--- src/rtl/lockstep_fifo.sv ---
// lockstep_fifo: NLANES redundant synchronous FIFOs driven by one shared
// write/read handshake. Lane outputs and fill levels are cross-checked every
// cycle against lane 0; any divergence pulses o_mismatch and sets the sticky
// o_err / o_err_lanes flags until the next reset.
//
// Handshake: a write is taken on a rising edge when i_wr=1 and the lane is not
// full; a read is taken when i_rd=1 and the lane is not empty. Refused
// requests are dropped, not held. Read data appears one cycle after an
// accepted read, qualified by o_valid.
//
// Optional macro LOCKSTEP_FIFO_VOTE_EN (NLANES must be odd): o_data/o_valid
// become the bitwise majority of all lanes instead of lane 0 alone.
module lockstep_fifo #(
  parameter int WIDTH   = 8,
  parameter int LGDEPTH = 4,
  parameter int NLANES  = 3
) (
  input  logic               i_clk,
  input  logic               i_reset,
  input  logic               i_wr,
  input  logic [WIDTH-1:0]   i_data,
  input  logic [NLANES-1:0]  i_flip,
  output logic               o_full,
  input  logic               i_rd,
  output logic [WIDTH-1:0]   o_data,
  output logic               o_valid,
  output logic               o_empty,
  output logic [LGDEPTH:0]   o_fill,
  output logic               o_mismatch,
  output logic               o_err,
  output logic [NLANES-1:0]  o_err_lanes
);

  localparam int DEPTH = 1 << LGDEPTH;
  localparam int PW    = LGDEPTH + 1;

  logic [NLANES-1:0][WIDTH-1:0] lane_data;
  logic [NLANES-1:0]            lane_valid;
  logic [NLANES-1:0][PW-1:0]    lane_fill;
  logic                         lane0_full;
  logic                         lane0_empty;

  for (genvar k = 0; k < NLANES; k++) begin : g_lane
    logic [WIDTH-1:0] mem_q [DEPTH];
    logic [PW-1:0]    wr_ptr_q, wr_ptr_d;
    logic [PW-1:0]    rd_ptr_q, rd_ptr_d;
    logic [WIDTH-1:0] rdata_q, rdata_d;
    logic             rvalid_q, rvalid_d;
    logic [WIDTH-1:0] wdata;
    logic             full, empty, wr_acc, rd_acc;

    // Flags come from this lane's own registered pointers only.
    assign full   = (wr_ptr_q[LGDEPTH] != rd_ptr_q[LGDEPTH]) &&
                    (wr_ptr_q[LGDEPTH-1:0] == rd_ptr_q[LGDEPTH-1:0]);
    assign empty  = (wr_ptr_q == rd_ptr_q);
    assign wr_acc = i_wr && !full;
    assign rd_acc = i_rd && !empty;

    // Fault-injection hook: optionally invert bit 0 of the stored word.
    always_comb begin
      wdata    = i_data;
      wdata[0] = i_data[0] ^ i_flip[k];
    end

    // Next pointers and read port; data holds when no read is taken.
    always_comb begin
      wr_ptr_d = wr_ptr_q + (wr_acc ? PW'(1) : PW'(0));
      rd_ptr_d = rd_ptr_q + (rd_acc ? PW'(1) : PW'(0));
      rvalid_d = rd_acc;
      rdata_d  = rd_acc ? mem_q[rd_ptr_q[LGDEPTH-1:0]] : rdata_q;
    end

    // Storage array; deliberately not cleared by reset.
    always_ff @(posedge i_clk) begin
      if (!i_reset && wr_acc) mem_q[wr_ptr_q[LGDEPTH-1:0]] <= wdata;
    end

    // Pointer and read-output registers.
    always_ff @(posedge i_clk) begin
      if (i_reset) begin
        wr_ptr_q <= '0;
        rd_ptr_q <= '0;
        rdata_q  <= '0;
        rvalid_q <= 1'b0;
      end else begin
        wr_ptr_q <= wr_ptr_d;
        rd_ptr_q <= rd_ptr_d;
        rdata_q  <= rdata_d;
        rvalid_q <= rvalid_d;
      end
    end

    assign lane_data[k]  = rdata_q;
    assign lane_valid[k] = rvalid_q;
    // Modular difference is exact at full because pointers carry an extra bit.
    assign lane_fill[k]  = wr_ptr_q - rd_ptr_q;

    if (k == 0) begin : g_ref
      assign lane0_full  = full;
      assign lane0_empty = empty;
    end
  end

  // Per-lane divergence against lane 0; bit 0 summarises the others.
  logic [NLANES-1:0] diff_d;
  always_comb begin
    diff_d = '0;
    for (int k = 1; k < NLANES; k++) begin
      diff_d[k] = (lane_valid[k] != lane_valid[0]) ||
                  (lane_fill[k] != lane_fill[0]) ||
                  (lane_valid[0] && (lane_data[k] != lane_data[0]));
    end
    diff_d[0] = |diff_d[NLANES-1:1];
  end

  logic              mismatch_q;
  logic              err_q;
  logic [NLANES-1:0] err_lanes_q;

  // Registered compare stage and sticky error accumulation.
  always_ff @(posedge i_clk) begin
    if (i_reset) begin
      mismatch_q  <= 1'b0;
      err_q       <= 1'b0;
      err_lanes_q <= '0;
    end else begin
      mismatch_q  <= |diff_d;
      err_q       <= err_q | mismatch_q;
      err_lanes_q <= err_lanes_q | diff_d;
    end
  end

`ifdef LOCKSTEP_FIFO_VOTE_EN
  logic [WIDTH-1:0] vote_data;
  logic             vote_valid;
  // Bitwise majority so a single faulty lane is outvoted.
  always_comb begin
    int cnt;
    vote_data  = '0;
    vote_valid = 1'b0;
    for (int b = 0; b < WIDTH; b++) begin
      cnt = 0;
      for (int k = 0; k < NLANES; k++) cnt += int'(lane_data[k][b]);
      vote_data[b] = (cnt > NLANES / 2);
    end
    cnt = 0;
    for (int k = 0; k < NLANES; k++) cnt += int'(lane_valid[k]);
    vote_valid = (cnt > NLANES / 2);
  end
  assign o_data  = vote_data;
  assign o_valid = vote_valid;
`else
  assign o_data  = lane_data[0];
  assign o_valid = lane_valid[0];
`endif

  assign o_full      = lane0_full;
  assign o_empty     = lane0_empty;
  assign o_fill      = lane_fill[0];
  assign o_mismatch  = mismatch_q;
  assign o_err       = err_q;
  assign o_err_lanes = err_lanes_q;

endmodule

--- config.mk ---
export PLATFORM = sky130hd
export DESIGN_NAME = lockstep_fifo
export DESIGN_NICKNAME = d
export VERILOG_FILES = /design/src/rtl/lockstep_fifo.sv
export SDC_FILE = /design/constraint.sdc
export NUM_CORES = 1
export LEC_CHECK = 0
export ABC_AREA = 1
export ABC_CLOCK_PERIOD_IN_PS = 3000
export CORE_MARGIN = 1.5
export CORE_UTILIZATION = 50
export CTS_BUF_LIST = sky130_fd_sc_hd__clkbuf_16
export CTS_CLUSTER_DIAMETER = 80
export DETAILED_ROUTE_END_ITERATION = 12
export PLACE_DENSITY = 0.66
export SLEW_MARGIN = 20
export SYNTH_ARGS = -nofsm -noshare
export SYNTH_HDL_FRONTEND = slang
export SYNTH_SLANG_ARGS = --single-unit
--- constraint.sdc ---
create_clock -name i_clk -period 3 [get_ports i_clk]
set_input_delay 0.3 -clock i_clk [delete_from_list [all_inputs] [get_ports i_clk]]
set_output_delay 0.3 -clock i_clk [all_outputs]
set_load 0.02 [all_outputs]
* After elaboration in Yosys (flattened, before gate mapping)
Memories as Yosys holds them, arrays and structs flattened. A register that Yosys moved wholly into a read port is not among the register bits. Index checks and enable logic that the tools add are counted.
Word-level totals: register bits 38, bits in writable memories 384, bits of input ports 15, output and inout bits 21, word-level logic and storage cells 82, memories kept 3
Memory list:
- g_lane[0].mem_q | words 16, width 8, read ports 1, clocked after Yosys merged registers in 1, write ports 1, line 44 | logic [WIDTH-1:0] mem_q [DEPTH];
- g_lane[1].mem_q | words 16, width 8, read ports 1, clocked after Yosys merged registers in 1, write ports 1, line 44
- g_lane[2].mem_q | words 16, width 8, read ports 1, clocked after Yosys merged registers in 1, write ports 1, line 44
Operators by class: add/subtract/negate cells 9, eq/ne operators 15, mux-type cells 12, bitwise logic cells 5, reduce and logical (&&, ||, !) cells 26
Operators by type and width (count):
- adder 5 x 1 -> 5 bit | 6
- != test 8 bit | 2
- equality test 5 bit | 3
- subtractor 5 bit | 3
- logical AND 1 bit | 14
- equality test 4 bit | 3
- 2-to-1 mux 1 bit | 12
- != test 5 bit | 2
- logical NOT 1 bit | 7
- != test 1 bit | 5
- logical OR 1 bit | 4
- OR 3 bit | 1
- bitwise XOR 1 bit | 3
- OR reduction 2 bit | 1
- OR 1 bit | 1

* Depth between registers and ports, before layout
Gate-level depths: netlist of the first run.
word-level depth 7, mapped depth 15, mapped depth without buffers 15

* Worst setup path after synthesis of the first run
No wires, ideal clock.
path kind register -> register, from register g_lane[2].rd_ptr_q[3], to memory g_lane[2].mem_q[6][0] (enable), setup time 0.370 ns, data arrival time 2.130 ns, required time 2.630 ns, slack 0.500 ns, cell stages (with the launch flop) 11, buffers on the path 2, clock period less this slack 2.500 ns, path through dfxtp_1 buf_4 clkinv_1 buf_2 ha_1 nand4_1 inv_1 a21oi_1 and2_1 nand3_1 nor2_1
On the way: word-level cells in the longest chain between the ends 7
Ends and longest elaborated chain:
- start: declaration | line 46 | logic [PW-1:0] rd_ptr_q, rd_ptr_d;
- start signal: assignment | line 87 | rd_ptr_q <= rd_ptr_d;
- equality test 4 bit | line 54 | (wr_ptr_q[LGDEPTH-1:0] == rd_ptr_q[LGDEPTH-1:0]);
- logical AND 1 bit | line 53 | assign full = (wr_ptr_q[LGDEPTH] != rd_ptr_q[LGDEPTH]) &&
- logical NOT 1 bit | line 56 | assign wr_acc = i_wr && !full;
- logical AND 1 bit | line 56
- logical AND 1 bit | line 75 | if (!i_reset && wr_acc) mem_q[wr_ptr_q[LGDEPTH-1:0]] <= wdata;
- 2-to-1 mux 1 bit | line 75
- 2-to-1 mux 1 bit (not written as such) | line 75
- end: declaration | line 44
Every way passes these cells.

* Worst setup path in the final report of the first run
from register g_lane[0].wr_ptr_q[0], to output port o_empty
On the way: word-level cells in the longest chain between the ends 1
Ends and longest elaborated chain:
- start: declaration | line 45 | logic [PW-1:0] wr_ptr_q, wr_ptr_d;
- start signal: assignment | line 86 | wr_ptr_q <= wr_ptr_d;
- equality test 5 bit | line 55 | assign empty = (wr_ptr_q == rd_ptr_q);
- end: declaration | line 27 | output logic o_empty,
Every way passes these cells.

==> metrics.md, run 1 <==
| Metric | Value |
|---|---|
| Dominant cells by area after synthesis | `edfxtp_1 (62%), nor2_1 (7.0%), dfxtp_1 (6.7%)` |
| Initial antenna violation count | `1` |
| CTS Sinks | `446` |
| Pwr Density | `731 nW/µm²` |
| # DRC | `0` |
| CTS tree | `yes` |
| Register bit total from synthesis | `446` |
| Critical R2R Launch | `g_lane[1].rd_ptr_q[2]` |
| Hold/Removal Path Class | `primary input to register` |
| Clock power share | `0.366` |
| Worst Path Max Fanout | `4` |
| Maximum vdd drop | `637 µV` |
| # fillers | `2982` |
| R2R Setup Slk | `270 ps` |
| Number of global-route vias before repair | `12030` |
| Largest family of logic cells by synthesized area | `simple AND/OR/NAND/NOR gates` |
| Dpl cell area | `19600 µm²` |
| Switching Share | `0.285` |
| WL per Instance | `20.4 µm` |
| Synth cell types | `38` |
| Pin count of the biggest net entering global routing | `67` |
| Total power | `15.5 mW` |
| Area share of the largest cell type after synthesis | `0.619` |
| Placed Cells | `2119` |
| Post-synthesis compound-gate area fraction | `0.111` |
| First-pass GRT wire length | `68500 µm` |
| Final instance area | `21200 µm²` |
| Worst setup path startpoint | `g_lane[0].wr_ptr_q[0]` |
| Area grow syn2layout | `13.6%` |
| Final setup violation count | `0` |
| Worst hold slack | `100 ps` |
| Synth Instances | `1626` |
| Ys async rst share | `0` |
| Share of power burned in registers | `0.456` |
| Pre-antenna DRT Iters | `5` |
| Syn_area_per_cell | `11.5 µm²` |
| Total negative setup slack | `0 ps` |
| Cell Count, Final, Fillers Out | `2204` |
| Ys flop type | `edfxtp_1` |
| Switch Pwr | `4.40 mW` |
| PnR worst setup slack | `134 ps` |
| DP Worst Slack | `282 ps` |
| Post-Synth XOR/XNOR Area | `0.0131` |
| Starting density of the core | `0.509` |
| Reg clk slew, reported paths | `60 ps` |
| Clk_skew | `24.5 ps` |
| Final min period | `2870 ps` |
| Final HPWL DP | `28100 µm` |
| Post-synth EDFFs | `384` |
| Setup crit start kind | `register` |
| GRT Util Overall | `0.237` |
| Max Cap Violations | `0` |
| Kind of critical path | `register to output port` |
| Status | `finished clean` |
| Share of layout cells above drive strength 1 | `0.103` |
| Diode count | `0` |
| Die area | `38400 µm²` |
| I/O pins | `36` |
| Clock Path Buffers | `3` |
| Synth Warn # | `0` |
| Rows | `70` |
| Post-synthesis cell area | `18600 µm²` |
| Synth Area in Adders | `0.0193` |
| Max Slew Vio Count | `0` |
| Final layout net count | `1741` |
| Mux cell area share after synthesis | `0` |
| Die Width | `196 µm` |
| Hold Startpoint | `i_data[6]` |
| Iter 0 DRT Violations | `1284` |
| Worst slew margin | `0.540` |
| Die Ht | `196 µm` |
| Storage element area | `12800 µm²` |
| Post-Syn Nets | `1668` |
| Period utilization | `0.955` |
| GRT overflow | `0` |
| Clock root cell | `clkbuf_16` |
| Endpoint type of the worst setup path | `output port` |
| Placer Congestion | `0.866` |
| Worst Path Arrival | `2570 ps` |
| Worst slew pin tran | `691 ps` |
| Comb pwr share | `0.177` |
| Post-DRT Antenna Nets | `0` |
| Buffers on Ports | `35` |
| Register area share after synthesis | `0.686` |
| Final WL | `44900 µm` |
| Post-Synth Simple-Gate Area | `0.129` |
| TritonCTS Buffers | `46` |
| RSZ-0062 raised after global routing | `true` |
| Layout Utilization | `0.578` |
| H-tree lvl count | `2` |
| Worst endpoint required time | `2700 ps` |
| Post-synth top area cell | `edfxtp_1` |
| Multi-input gate area | `5110 µm²` |
| Clock latency on the worst-skew pair | `590 ps` |
| Fmax | `349 MHz` |
| Core Region | `36600 µm²` |
| Int Pwr | `11.1 mW` |
| Vias | `12427` |
| Leakage | `7.54 nW` |
| Final hold vios | `0` |
| Via density | `5.64` |
-- worst paths after layout --
| check | end | depth (start not counted) |
|---|---|---|
| setup / recovery | o_empty | 5 |
| hold / removal | g_lane[2].mem_q[9][6] | 1 |
| setup reg to reg | g_lane[1].mem_q[10][7] | 8 |
| hold reg to reg | o_err | 2 |
-- cells by family after synthesis --
logic type | Yosys count
compound gates | 360
xor+xnor | 27
simple gates | 594
fa+ha+maj | 27
buf+inv | 172
flops | 446
-- per-layer routing --
layer / GRT usage / vias up / share of wire
met5: 0 / - / 0
met4: 0.0863 / 0 / 0.028
met3: 0.0356 / 82 / 0.063
met2: 0.384 / 436 / 0.48
met1: 0.326 / 5993 / 0.43
li1: - / 5916 / -
-- worst max-delay path, cell delays in order, from the launching register on --
cell and delay, ps:
dfxtp_1 390, inv_1 110, ha_2 450, nand4_1 170, nor2_2 210, clkdlybuf4s50_1 660
-- what timing repair did --
item / 4_1_cts / 5_1_grt
hold buffers: 0 / 0
endpoints found under the hold margin: 0 / 0
gates resized for setup: 3 / 9
setup buffers: 0 / 0
setup endpoints to repair: 2 / 53
-- cell type report --
type,instances,share of cell area
Sequential cell,446,0.604
Inverter,95,0.0173
Clock inverter,38,0.0157
Timing Repair Buffer,102,0.0388
Clock buffer,47,0.0556
Multi-Input combinational cell,1008,0.241
Tap cell,468,0.0277
-- synth_stat cells, types with 3 or more instances --
| cell | instances |
|---|---|
| o21ai_1 | 19 |
| fa_1 | 3 |
| buf_4 | 18 |
| ha_1 | 24 |
| clkbuf_2 | 6 |
| nor2_1 | 345 |
| dfxtp_1 | 62 |
| inv_1 | 83 |
| edfxtp_1 | 384 |
| nand4_1 | 4 |
| inv_2 | 4 |
| or2_2 | 4 |
| buf_2 | 28 |
| o211ai_1 | 82 |
| clkbuf_1 | 20 |
| nand3_1 | 79 |
| a21oi_1 | 24 |
| nor3_1 | 8 |
| xnor2_1 | 16 |
| xor2_1 | 10 |
| o22ai_1 | 31 |
| o21ai_0 | 194 |
| buf_6 | 3 |
| nand2_1 | 143 |
| a31oi_1 | 8 |
| clkinv_1 | 6 |
-- state kept, by name, indices dropped and copies added, names as in the netlist, 2 cells and up --
register,cells
g_lane.rvalid_q,2
g_lane.rdata_q,16
g_lane.rd_ptr_q,15
g_lane.mem_q,384
g_lane.wr_ptr_q,15
o_err_lanes,3
o_data,8
-- power groups by stage --
stage | clock network, mW | logic [mW] | registers (mW)
2_1_floorplan | 0 | 1.86 | 7.17
3_3_place_gp | 0 | 2.68 | 7.19
3_5_place_dp | 0 | 2.70 | 7.19
4_1_cts | 5.73 | 2.72 | 7.06
5_1_grt | 5.96 | 3.04 | 7.07
6_report | 5.66 | 2.74 | 7.06
-- placed cells by master (no fill, tap or decap), drive strengths merged, types with 24 or more instances in the layout --
| cell | instances |
|---|---|
| a21oi | 26 |
| buf | 74 |
| clkbuf | 47 |
| clkdlybuf4s50 | 24 |
| clkinv | 27 |
| dfxtp | 62 |
| edfxtp | 384 |
| ha | 24 |
| inv | 96 |
| nand2 | 145 |
| nand3 | 81 |
| nor2 | 348 |
| o211ai | 82 |
| o21ai | 213 |
| o22ai | 31 |
No activity file was read; power rests on OpenSTA's default activity.
==> inputs of run 2 (changes only) <==
--- a/config.mk
+++ b/config.mk
@@ -6,13 +6,13 @@
 export NUM_CORES = 1
 export LEC_CHECK = 0
 export ABC_AREA = 1
-export ABC_CLOCK_PERIOD_IN_PS = 3000
+export ABC_CLOCK_PERIOD_IN_PS = 2300
 export CORE_MARGIN = 1.5
 export CORE_UTILIZATION = 50
 export CTS_BUF_LIST = sky130_fd_sc_hd__clkbuf_16
 export CTS_CLUSTER_DIAMETER = 80
 export DETAILED_ROUTE_END_ITERATION = 12
-export PLACE_DENSITY = 0.66
+export PLACE_DENSITY = 0.69
 export SLEW_MARGIN = 20
 export SYNTH_ARGS = -nofsm -noshare
 export SYNTH_HDL_FRONTEND = slang
==> constraint.sdc (replaced) <==
create_clock -name i_clk -period 2.3 [get_ports i_clk]
set_input_delay 0.23 -clock i_clk [delete_from_list [all_inputs] [get_ports i_clk]]
set_output_delay 0.23 -clock i_clk [all_outputs]
set_load 0.02 [all_outputs]
==> metrics.md, run 2 (synthesis results as in run 1) <==
| Metric | Value |
|---|---|
| Layout Utilization | `0.593 (was 0.578)` |
| Die Ht | `196 µm (unchanged)` |
| Total negative setup slack | `0 ps (unchanged)` |
| CTS Sinks | `446 (unchanged)` |
| Commonest non-fill, non-tap cell in the layout | `edfxtp_1 (unchanged)` |
| Pwr Density | `940 nW/µm² (was 731 nW/µm²)` |
| Hold Path Stages | `2 (was 1)` |
| Max Cap Violations | `0 (unchanged)` |
| Leakage | `7.61 nW (was 7.54 nW)` |
| Hold Path Sink | `g_lane[0].mem_q[7][7] (was g_lane[2].mem_q[9][6])` |
| Switching Share | `0.286 (was 0.285)` |
| TritonCTS Buffers | `45 (was 46)` |
| Cells on worst reg2reg path | `8 (unchanged)` |
| Cell Count, Final, Fillers Out | `2217 (was 2204)` |
| Clock power share | `0.362 (was 0.366)` |
| Kind of critical path | `register to output port (unchanged)` |
| GRT Util Overall | `0.237 (about the same)` |
| Clk_skew | `19.9 ps (was 24.5 ps)` |
| Final WL | `44500 µm (was 44900 µm)` |
| Area grow syn2layout | `16.6% (was 13.6%)` |
| Setup crit start kind | `register (unchanged)` |
| Int Pwr | `14.6 mW (was 11.1 mW)` |
| Share of power burned in registers | `0.450 (was 0.456)` |
| Iter 0 DRT Violations | `1136 (was 1284)` |
| Number of global-route vias before repair | `12279 (was 12030)` |
| Placer Congestion | `0.894 (was 0.866)` |
| DP Worst Slack | `21.5 ps (was 282 ps)` |
| Worst endpoint required time | `2070 ps (was 2700 ps)` |
| Die Width | `196 µm (unchanged)` |
| Reg-to-reg endpoint | `g_lane[2].mem_q[0][2] (was g_lane[1].mem_q[10][7])` |
| Maximum vdd drop | `704 µV (was 637 µV)` |
| Total power | `20.4 mW (was 15.5 mW)` |
| Dpl cell area | `20100 µm² (was 19600 µm²)` |
| Worst hold slack | `159 ps (was 100 ps)` |
| Core Region | `36600 µm² (unchanged)` |
| Post-DRT Antenna Nets | `0 (unchanged)` |
| Vias | `12535 (was 12427)` |
| Crit-path slowest cell | `fa_2 (was clkdlybuf4s50_1)` |
| Critical path cell sequence | `inv_2, ha_4, inv_2, fa_2, nand2_2, nand2_4, nand2_2, nand2_1, nand2_2, buf_6 (was inv_1, ha_2, nand4_1, nor2_2, clkdlybuf4s50_1)` |
| Final instance area | `21700 µm² (was 21200 µm²)` |
| Final hold vios | `0 (unchanged)` |
| Critical R2R Launch | `g_lane[2].rd_ptr_q[2] (was g_lane[1].rd_ptr_q[2])` |
| # DRC | `0 (unchanged)` |
| CP Buf/Inv Count | `3 (was 2)` |
| Worst slew pin tran | `751 ps (was 691 ps)` |
| WL per Instance | `20.1 µm (was 20.4 µm)` |
| GRT overflow | `0 (unchanged)` |
| PnR worst setup slack | `16.8 ps (was 134 ps)` |
| CP peak stage delay | `390 ps (was 660 ps)` |
| Reg clk slew, reported paths | `60 ps (about the same)` |
| Period utilization | `0.993` |
| Initial antenna violation count | `0 (was 1)` |
| Final HPWL DP | `27800 µm (was 28100 µm)` |
| Final layout net count | `1754 (was 1741)` |
| Share of layout cells above drive strength 1 | `0.149 (was 0.103)` |
| Fmax | `438 MHz` |
| Final setup violation count | `0 (unchanged)` |
| Worst Path Arrival | `2050 ps (was 2570 ps)` |
| H-tree lvl count | `2 (unchanged)` |
| Clock root cell | `clkbuf_16 (unchanged)` |
| Endpoint type of the worst setup path | `output port (unchanged)` |
| Hold Startpoint | `i_data[7] (was i_data[6])` |
| Max Slew Vio Count | `0 (unchanged)` |
| Switch Pwr | `5.83 mW (was 4.40 mW)` |
| Diode count | `0 (unchanged)` |
| R2R Setup Slk | `100 ps (was 270 ps)` |
| Comb pwr share | `0.187 (was 0.177)` |
| Crit path max-delay family | `adder cells (was buffers and inverters)` |
| Hold/Removal Path Class | `primary input to register (unchanged)` |
| First-pass GRT wire length | `69100 µm (was 68500 µm)` |
| Status | `finished clean (unchanged)` |
| Post-CTS Hold Buffers | `0 (unchanged)` |
| Clock Path Buffers | `3 (unchanged)` |
| Worst path most repeated cell | `nand2_2` |
| Rows | `70 (unchanged)` |
| Clock latency on the worst-skew pair | `580 ps (was 590 ps)` |
| I/O pins | `36 (unchanged)` |
| Worst slew margin | `0.499 (was 0.540)` |
| RSZ-0062 raised after global routing | `true (unchanged)` |
| Placed Cells | `2130 (was 2119)` |
| Via density | `5.65 (was 5.64)` |
| Pin count of the biggest net entering global routing | `67 (unchanged)` |
| Pre-antenna DRT Iters | `5 (unchanged)` |
| Starting density of the core | `0.509 (unchanged)` |
| Final min period | `2280 ps` |
| Max reg flops | `384 (unchanged)` |
| Highest-count cells in the layout ignoring fill and taps | `edfxtp_1 (384), nor2_1 (307), o21ai_0 (194) (was edfxtp_1 (384), nor2_1 (341), o21ai_0 (194))` |
| Worst Path Max Fanout | `3 (was 4)` |
| Buffers on Ports | `35 (unchanged)` |
| Die area | `38400 µm² (unchanged)` |
| CTS tree | `yes (unchanged)` |
[run 2: cell count changes in the layout (fill, tap and decap cells not counted), sizes merged]
cell           delta
bufinv            +1
dlygate4sd2       -1
clkdlybuf4s50     -3
clkinvlp          -1
clkinv            +1
buf              +20
clkbuf            -2
dlymetal6s2s      -2
[run 2: routing by layer]
metal | share of wire | up-vias | track usage
met5 | 0 | - | 0
met4 | 0.029 | 0 | 0.0889
met3 | 0.063 | 94 | 0.0395
met2 | 0.48 | 436 | 0.388
met1 | 0.43 | 6052 | 0.319
li1 | - | 5953 | -
[run 2: how the worst max path moves through the flow]
| stage | start | to | slack [ps] | cells past startpoint |
|---|---|---|---|---|
| floorplan | g_lane[0].rd_ptr_q[1] | g_lane[0].mem_q[4][0] | -150 | 8 |
| global placement | g_lane[0].wr_ptr_q[0] | o_fill[4] | 90 | 10 |
| detailed placement | g_lane[2].rd_ptr_q[2] | g_lane[2].mem_q[4][2] | 20 | 8 |
| CTS | g_lane[0].wr_ptr_q[0] | o_fill[4] | -30 | 10 |
| global route | g_lane[2].wr_ptr_q[0] | g_lane[2].mem_q[0][0] | -20 | 8 |
| finish | g_lane[0].wr_ptr_q[0] | o_fill[4] | 20 | 10 |
[run 2: layout make-up]
cell class              instances  area [µm²]
multi-input cells            1008        5490
fillers                      2893       14900
inverters                      95         364
flip-flops and latches        446       12800
clock inverters                39         378
clock buffers                  45        1130
well taps                     468         586
repair buffers                116         988
[run 2: what timing repair did]
action,4_1_cts,5_1_grt
resized for setup,32,29
pin swaps,2,13
setup endpoints to repair,7,195
buffers inserted,1,2
gates cloned,0,0
hold endpoints to repair,0,0
[run 2: power groups by stage]
stage	clock network [mW]	registers [mW]	logic, mW
2_1_floorplan	0	9.36	2.46
3_3_place_gp	0	9.36	3.65
3_5_place_dp	0	9.36	3.71
4_1_cts	7.49	9.19	3.75
5_1_grt	7.78	9.21	4.25
6_report	7.39	9.19	3.82
==> inputs of run 3 (changes only) <==
--- a/config.mk
+++ b/config.mk
@@ -7,12 +7,14 @@
 export LEC_CHECK = 0
 export ABC_AREA = 1
 export ABC_CLOCK_PERIOD_IN_PS = 2300
+export CELL_PAD_IN_SITES_DETAIL_PLACEMENT = 0
+export CELL_PAD_IN_SITES_GLOBAL_PLACEMENT = 1
 export CORE_MARGIN = 1.5
-export CORE_UTILIZATION = 50
+export CORE_UTILIZATION = 46
 export CTS_BUF_LIST = sky130_fd_sc_hd__clkbuf_16
 export CTS_CLUSTER_DIAMETER = 80
 export DETAILED_ROUTE_END_ITERATION = 12
-export PLACE_DENSITY = 0.69
+export PLACE_DENSITY_LB_ADDON = 0.1
 export SLEW_MARGIN = 20
 export SYNTH_ARGS = -nofsm -noshare
 export SYNTH_HDL_FRONTEND = slang
==> metrics.md, run 3 (synthesis results as in run 1) <==
| Metric | Value |
|---|---|
| Status | `finished clean (unchanged)` |
| Worst slew pin tran | `693 ps (was 751 ps)` |
| GRT overflow | `0 (unchanged)` |
| Maximum vdd drop | `640 µV (was 704 µV)` |
| Iter 0 DRT Violations | `905 (was 1136)` |
| Switch Pwr | `5.85 mW (was 5.83 mW)` |
| Clock latency on the worst-skew pair | `570 ps (was 580 ps)` |
| Buffers on Ports | `35 (unchanged)` |
| GRT Util Overall | `0.239 (was 0.237)` |
| Period utilization | `0.983 (was 0.993)` |
| Dpl cell area | `20200 µm² (was 20100 µm²)` |
| Die Width | `204 µm (was 196 µm)` |
| Worst Path Max Fanout | `3 (unchanged)` |
| Switching Share | `0.289 (was 0.286)` |
| Hold Startpoint | `i_data[3] (was i_data[7])` |
| Max reg flops | `384 (unchanged)` |
| Placed Cells | `2194 (was 2130)` |
| Pin count of the biggest net entering global routing | `67 (unchanged)` |
| Final min period | `2260 ps (was 2280 ps)` |
| Area grow syn2layout | `17.1% (was 16.6%)` |
| Diode count | `0 (unchanged)` |
| I/O pins | `36 (unchanged)` |
| Critical R2R Launch | `g_lane[0].wr_ptr_q[0] (was g_lane[2].rd_ptr_q[2])` |
| Max Cap Violations | `0 (unchanged)` |
| Post-CTS Hold Buffers | `0 (unchanged)` |
| Die area | `41700 µm² (was 38400 µm²)` |
| Setup crit start kind | `register (unchanged)` |
| Hold/Removal Path Class | `primary input to register (unchanged)` |
| Post-DRT Antenna Nets | `0 (unchanged)` |
| Clock Path Buffers | `3 (unchanged)` |
| First-pass GRT wire length | `74500 µm (was 69100 µm)` |
| Highest-count cells in the layout ignoring fill and taps | `edfxtp_1 (384), nor2_1 (308), o21ai_0 (194) (was edfxtp_1 (384), nor2_1 (307), o21ai_0 (194))` |
| TritonCTS Buffers | `46 (was 45)` |
| DP Worst Slack | `16.7 ps (was 21.5 ps)` |
| Starting density of the core | `0.468 (was 0.509)` |
| WL per Instance | `21.0 µm (was 20.1 µm)` |
| Commonest non-fill, non-tap cell in the layout | `edfxtp_1 (unchanged)` |
| Hold Path Sink | `g_lane[1].mem_q[12][3] (was g_lane[0].mem_q[7][7])` |
| R2R Setup Slk | `160 ps (was 100 ps)` |
| Fmax | `442 MHz (was 438 MHz)` |
| Kind of critical path | `register to output port (unchanged)` |
| Share of power burned in registers | `0.454 (was 0.450)` |
| Layout Utilization | `0.548 (was 0.593)` |
| Leakage | `7.68 nW (was 7.61 nW)` |
| RSZ-0062 raised after global routing | `true (unchanged)` |
| Endpoint type of the worst setup path | `output port (unchanged)` |
| Clock root cell | `clkbuf_16 (unchanged)` |
| Final instance area | `21800 µm² (was 21700 µm²)` |
| Final layout net count | `1764 (was 1754)` |
| Share of layout cells above drive strength 1 | `0.146 (was 0.149)` |
| Initial antenna violation count | `0 (unchanged)` |
| CTS Sinks | `446 (unchanged)` |
| Hold Path Stages | `1 (was 2)` |
| Reg-to-reg endpoint | `o_err_lanes[0] (was g_lane[2].mem_q[0][2])` |
| Cell Count, Final, Fillers Out | `2281 (was 2217)` |
| Final HPWL DP | `30400 µm (was 27800 µm)` |
| Int Pwr | `14.4 mW (was 14.6 mW)` |
| Pwr Density | `928 nW/µm² (was 940 nW/µm²)` |
| CTS tree | `yes (unchanged)` |
| Final WL | `48000 µm (was 44500 µm)` |
| Cells on worst reg2reg path | `16 (was 8)` |
| Worst slew margin | `0.538 (was 0.499)` |
| Reg clk slew, reported paths | `60 ps (about the same)` |
| Via density | `5.41 (was 5.65)` |
| Max Slew Vio Count | `0 (unchanged)` |
| H-tree lvl count | `2 (unchanged)` |
| Vias | `12330 (was 12535)` |
| Core Region | `39800 µm² (was 36600 µm²)` |
| Worst endpoint required time | `2070 ps (about the same)` |
| Number of global-route vias before repair | `12400 (was 12279)` |
| Total negative setup slack | `0 ps (unchanged)` |
| Final hold vios | `0 (unchanged)` |
| Pre-antenna DRT Iters | `5 (unchanged)` |
| Worst Path Arrival | `2030 ps (was 2050 ps)` |
| Clk_skew | `13.0 ps (was 19.9 ps)` |
| # DRC | `0 (unchanged)` |
| PnR worst setup slack | `38.7 ps (was 16.8 ps)` |
| Comb pwr share | `0.195 (was 0.187)` |
| Rows | `73 (was 70)` |
| Clock power share | `0.351 (was 0.362)` |
| Die Ht | `204 µm (was 196 µm)` |
| Placer Congestion | `0.859 (was 0.894)` |
| Final setup violation count | `0 (unchanged)` |
-- run 3: what timing repair did --
item | CTS | global route
resized for setup | 26 | 34
pin swaps | 0 | 18
setup buffers | 0 | 5
setup endpoints to repair | 7 | 218
-- run 3: how the worst max path moves through the flow --
| stage | from | to | slack [ps] | cells after the start |
|---|---|---|---|---|
| global placement | g_lane[1].rd_ptr_q[2] | g_lane[1].mem_q[11][6] | 50 | 8 |
| detailed placement | g_lane[1].rd_ptr_q[2] | g_lane[1].mem_q[11][5] | 20 | 8 |
| finish | g_lane[0].wr_ptr_q[0] | o_fill[2] | 40 | 8 |
| global route | g_lane[0].wr_ptr_q[0] | o_fill[2] | -60 | 8 |
| floorplan | g_lane[0].rd_ptr_q[1] | g_lane[0].mem_q[4][0] | -150 | 8 |
| CTS | g_lane[0].wr_ptr_q[0] | o_fill[4] | -30 | 10 |
-- run 3: final cells by class --
type	count	area, µm²
Fill cell	3462	18000
Tap cell	525	657
Clock buffer	51	1280
Inverter	95	364
Timing Repair Buffer	125	1120
Clock inverter	31	151
Multi-Input combinational cell	1008	5460
Sequential cell	446	12800
-- run 3: metal layers --
layer  vias to the layer above  track usage  share of wire
met5                         -            0              0
met1                      5971        0.341           0.46
met4                         0       0.0654          0.023
li1                       5966            -              -
met3                        77       0.0466          0.057
met2                       316        0.374           0.46
-- run 3: through the flow --
| step | hold WS (ps) | power, mW |
|---|---|---|
| after global routing | 34.6 | 21.2 |
| after CTS | 33.4 | 20.3 |
| after global placement | 449 | 13.2 |
| after floorplan | 301 | 11.8 |
| after detailed placement | 450 | 13.2 |
| final | 39.0 | 20.2 |
-- run 3: power by group through the flow --
stage / clock network [mW] / registers (mW) / logic [mW]
floorplan: 0 / 9.36 / 2.46
global placement: 0 / 9.36 / 3.88
detailed placement: 0 / 9.36 / 3.88
CTS: 7.23 / 9.19 / 3.88
global route: 7.54 / 9.22 / 4.40
finish: 7.10 / 9.20 / 3.95
-- run 3: critical path, cell delays in order, from the launching register on --
cell and delay (ps):
dfxtp_2 320, inv_2 70, ha_4 120, inv_2 40, fa_2 400, buf_6 140, xnor2_4 170, inv_2 70
buf_6 130
